$ cat config.mk
export PLATFORM = sky130hd
export DESIGN_NAME = gray_codec
export DESIGN_NICKNAME = d
export VERILOG_FILES = /design/src/rtl/gray_codec_pkg.sv /design/src/rtl/gray_prefix_xor.sv /design/src/rtl/gray_codec.sv
export SDC_FILE = /design/constraint.sdc
export NUM_CORES = 1
export LEC_CHECK = 0
export BUFFER_PORTS_ARGS = -buffer_cell sky130_fd_sc_hd__buf_2
export CELL_PAD_IN_SITES_DETAIL_PLACEMENT = 0
export CELL_PAD_IN_SITES_GLOBAL_PLACEMENT = 1
export CORE_MARGIN = 2
export CORE_UTILIZATION = 40
export DETAILED_ROUTE_END_ITERATION = 8
export PLACE_DENSITY_LB_ADDON = 0.1
export SETUP_SLACK_MARGIN = 0.3
export SLEW_MARGIN = 40
export SYNTH_ARGS = -nofsm -noshare
export SYNTH_HDL_FRONTEND = slang
export SYNTH_HIERARCHICAL = 1
export SYNTH_SLANG_ARGS = --single-unit
export TNS_END_PERCENT = 20
$ cat constraint.sdc
create_clock -name clk -period 2.2 [get_ports clk]
set_input_delay 0.44 -clock clk [delete_from_list [all_inputs] [get_ports clk]]
set_output_delay 0.44 -clock clk [all_outputs]
set_load 0.05 [all_outputs]
$ cat src/rtl/gray_codec_pkg.sv
// Shared width constants and width-generic Gray conversion functions.
// Functions work on MAX_W-bit words; callers zero-extend inputs and truncate results.
package gray_codec_pkg;

  localparam int DEFAULT_N = 8;
  localparam int MAX_W     = 64;

  function automatic logic [MAX_W-1:0] bin_to_gray(input logic [MAX_W-1:0] bin);
    return bin ^ (bin >> 1);
  endfunction

  // Zero upper bits leave the running prefix at 0, so truncation is exact for any N <= MAX_W.
  function automatic logic [MAX_W-1:0] gray_to_bin(input logic [MAX_W-1:0] gray);
    logic [MAX_W-1:0] bin;
    logic             acc;
    bin = '0;
    acc = 1'b0;
    for (int i = MAX_W - 1; i >= 0; i--) begin
      acc    = acc ^ gray[i];
      bin[i] = acc;
    end
    return bin;
  endfunction

endpackage

$ cat src/rtl/gray_prefix_xor.sv
// Combinational Gray-to-binary decoder: each binary bit is the XOR of all Gray bits at or above it.
module gray_prefix_xor import gray_codec_pkg::*; #(
  parameter int N = DEFAULT_N
) (
  input  logic [N-1:0] gray,
  output logic [N-1:0] bin
);

  logic acc;

  always_comb begin
    bin = '0;
    acc = 1'b0;
    for (int i = N - 1; i >= 0; i--) begin
      acc    = acc ^ gray[i];
      bin[i] = acc;
    end
  end

endmodule

$ cat src/rtl/gray_codec.sv
// Registered Gray encoder and decoder with independent paths and a sticky round-trip self-check.
// N must lie in 1..MAX_W.
module gray_codec import gray_codec_pkg::*; #(
  parameter int N = DEFAULT_N
) (
  input  logic         clk,
  input  logic         rst_n,
  input  logic [N-1:0] bin_in,
  input  logic         bin_valid_in,
  output logic [N-1:0] gray_out,
  output logic         gray_valid_out,
  input  logic [N-1:0] gray_in,
  input  logic         gray_valid_in,
  output logic [N-1:0] bin_out,
  output logic         bin_valid_out,
  output logic         rt_err
);

  logic [N-1:0] dec_bin;
  logic [N-1:0] chk_bin;
  logic [N-1:0] src_q;

  gray_prefix_xor #(.N(N)) u_dec (
    .gray (gray_in),
    .bin  (dec_bin)
  );

  // Decodes the encoder's own registered output so it can be checked against its source word.
  gray_prefix_xor #(.N(N)) u_chk (
    .gray (gray_out),
    .bin  (chk_bin)
  );

  always_ff @(posedge clk or negedge rst_n) begin
    if (!rst_n) begin
      gray_out       <= '0;
      gray_valid_out <= 1'b0;
      src_q          <= '0;
    end else begin
      gray_valid_out <= bin_valid_in;
      if (bin_valid_in) begin
        gray_out <= N'(bin_to_gray(MAX_W'(bin_in)));
        src_q    <= bin_in;
      end
    end
  end

  always_ff @(posedge clk or negedge rst_n) begin
    if (!rst_n) begin
      bin_out       <= '0;
      bin_valid_out <= 1'b0;
    end else begin
      bin_valid_out <= gray_valid_in;
      if (gray_valid_in) begin
        bin_out <= dec_bin;
      end
    end
  end

  always_ff @(posedge clk or negedge rst_n) begin
    if (!rst_n) begin
      rt_err <= 1'b0;
    end else if (gray_valid_out && (chk_bin != src_q)) begin
      rt_err <= 1'b1;
    end
  end

endmodule

==> impl_metrics.env <==
export IMPL_grt_first_pass_wirelength_um=3970
export IMPL_slew_headroom_pct=61.8
export IMPL_multi_input_area_um2=658
export IMPL_tightest_slew_ns=0.573
export IMPL_clock_path_buffers=2
export IMPL_place_hpwl_um=1760
export IMPL_slew_viol_final=0
export IMPL_synth_xor_area_share_pct=25.7
export IMPL_die_h_um=62.4
export IMPL_ys_top_cells_by_area="dfrtp_1, xnor2_1, mux2_2"
export IMPL_ff_latch_area_um2=657
export IMPL_hold_slack_ns=0.0829
export IMPL_layout_common_cells="buf_2, xnor2_1, dfrtp_1, mux2_2"
export IMPL_num_vias=866
export IMPL_numCtsBuffers=3
export IMPL_clock_skew_ns=0.00545
export IMPL_synth_area_mux_share_pct=14.8
export IMPL_ys_ff_latch=26
export IMPL_ant_nets=0
export IMPL_slowest_stage="dfrtp_2"
export IMPL_status="finished, final reports clean"
export IMPL_drtIter0Drc=42
export IMPL_ir_drop_mv=0.635
export IMPL_cts_tree="done"
export IMPL_p_sw_mw=0.607
export IMPL_power_frac_comb_pct=43.0
export IMPL_dr_pass1_iters=2
export IMPL_cpMostUsedCell="xnor2_1"
export IMPL_grt_overflow_total=0
export IMPL_setup_viol=0
export IMPL_routed_wl_um=2250
export IMPL_p_int_mw=1.03
export IMPL_synth_compound_area_share_pct=2.93
export IMPL_die_area_mm2=0.00390
export IMPL_syn_avg_cell_area_um2=12.8
export IMPL_final_common_cell="buf_2"
export IMPL_first_global_vias=835
export IMPL_syn_nets=127
export IMPL_critical_path_class="reg2reg"
export IMPL_diodes=0
export IMPL_io_buffer_count=38
export IMPL_setup_ws_ns=0.394
export IMPL_wl_per_cell_um=11.8
export IMPL_synthSimpleGateAreaFrac_pct=3.30
export IMPL_grt_max_degree=27
export IMPL_clock_root_buffer="clkbuf_4"
export IMPL_htreeDepth=1
export IMPL_cts_sinks=26
export IMPL_fillers=320
export IMPL_path_clk_slew_ns=0.14
export IMPL_fmax_mhz=554
export IMPL_max_stage_delay_ns=0.47
export IMPL_nets=166
export IMPL_synthCells=107
export IMPL_dp_worst_setup_slack_ns=0.337
export IMPL_antenna_found_initial=0
export IMPL_synth_seq_area_share_pct=47.6
export IMPL_synth_adder_area_share_pct=0
export IMPL_p_per_area_mw_per_mm2=986
export IMPL_leakagePower_nw=0.752
export IMPL_vias_per_cell=4.53
export IMPL_cp_arrival_ns=2.04
export IMPL_seq_power_share_pct=37.0
export IMPL_crit_required_ns=2.43
export IMPL_fin_crit_ns=1.81
export IMPL_synthDistinctLibCells=16
export IMPL_p_clk_share_pct=20.0
export IMPL_holdCritPathClass="in2async"
export IMPL_die_x_um=62.4
export IMPL_hold_buffers=0
export IMPL_drv_cap=0
export IMPL_core_mm2=0.00331
export IMPL_synth_warnings=6
export IMPL_grtUsageTotal_pct=13.0
export IMPL_hold_viol_final=0
export IMPL_routabilityCongestion=0.663
export IMPL_critPathCaptureType="flip-flop"
export IMPL_crit_chain="xnor2_4 -> xnor3_2 -> xnor2_1 -> xnor2_1 -> nand4_1 -> o21ai_1 -> nand2b_1"
export IMPL_cp_start_kind="flip-flop"
export IMPL_synthDominantCellAreaShare_pct=47.6
export IMPL_critPathMaxFanout=4
export IMPL_switching_share_pct=37.1
export IMPL_grt_setup_unrepaired="true"
export IMPL_netlist_top_cell_by_area="dfrtp_1"
export IMPL_drc=0
export IMPL_clk_latency_ns=0.32
export IMPL_fp_row_count=21
export IMPL_setup_tns_ns=0
export IMPL_post_route_period_util_pct=82.1
export IMPL_syn_area_mm2=0.00137
export IMPL_rrSetupSlack_ns=0.39
export IMPL_area_delta_synth_final_pct=21.5
export IMPL_synth_top_family_by_area="XOR/XNOR gates"
export IMPL_io_pins=39
export IMPL_drive_above_1_share_pct=49.7
export IMPL_initial_core_util_pct=41.3
## critical path, delay by kind of cell, from the launching register on
| family | cells | cell delay [ns] |
|---|---|---|
| AOI/OAI and AO/OA | 1 | 0.14 |
| DFF | 1 | 0.47 |
| xor gates and xnor gates | 4 | 0.93 |
| and+or+nand+nor | 2 | 0.19 |
## worst paths after layout
check,from,end,cells past startpoint
worst max-delay path,gray_out[6],rt_err,7
worst min-delay path,rst_n,bin_out[5],1
min in group clk,gray_valid_in,bin_valid_out,1
max in group asynchronous,rst_n,gray_out[3],1
worst max register to register,gray_out[6],rt_err,7
worst min register to register,rt_err,rt_err,1
## logic make-up after synthesis
kind of cell	after synthesis
compound gates	8
simple gates	10
mux	16
flops	26
xor+xnor	35
buf+inv	12
## synthesized netlist by cell type, drive strengths merged
| cell type | number |
|---|---|
| buf | 8 |
| a21oi | 7 |
| nand4 | 2 |
| xor2 | 6 |
| nor2 | 7 |
| o21ai | 1 |
| xnor2 | 27 |
| mux2 | 16 |
| dfrtp | 26 |
| nand2b | 1 |
| inv | 4 |
| xnor3 | 2 |
## power groups by stage
stage | clock (mW) | sequential (mW) | combinational [mW]
after floorplan | 0 | 0.819 | 0.395
after global placement | 0 | 0.614 | 0.693
after detailed placement | 0 | 0.620 | 0.696
after CTS | 0.340 | 0.610 | 0.699
after global routing | 0.364 | 0.619 | 0.760
final | 0.328 | 0.605 | 0.704
## per-stage QoR
| stage | util, % | power (mW) | instances | instance area (um2) |
|---|---|---|---|---|
| after floorplan | - | 1.21 | 107 | 1390 |
| after CTS | 49.2 | 1.65 | 187 | 1630 |
| after detailed placement | 47.6 | 1.32 | 183 | 1580 |
| after global placement | 47.6 | 1.31 | 183 | 1580 |
| final | 50.2 | 1.64 | 191 | 1660 |
| after global routing | 50.2 | 1.74 | 191 | 1660 |
## final cells by class
cell class | count | share of cell area (%)
clock buffers | 3 | 1.36
clock inverters | 1 | 1.81
inverters | 4 | 0.904
multi-input cells | 69 | 39.6
flip-flops and latches | 26 | 39.6
well taps | 46 | 3.47
repair buffers | 42 | 13.3
## registers in the layout, summed over array words and instances (netlist names)
name / flops
bin_out: 8
gray_out: 8
src_q: 7
bin_valid_out: 1
gray_valid_out: 1
rt_err: 1
## repair_timing
action,CTS,global route
endpoints found under the setup margin,0,1
buffers inserted,0,4
hold endpoints to repair,0,0
resized for setup,0,1
## per-layer routing
metal / track usage, % / vias up / wire [um]
met2: 20.4 / 22 / 1080
met4: 5.00 / 0 / 31
met1: 17.2 / 420 / 1020
li1: - / 420 / -
met3: 3.60 / 4 / 107
met5: 0 / - / 0
Power figures use the tool's default switching activity.
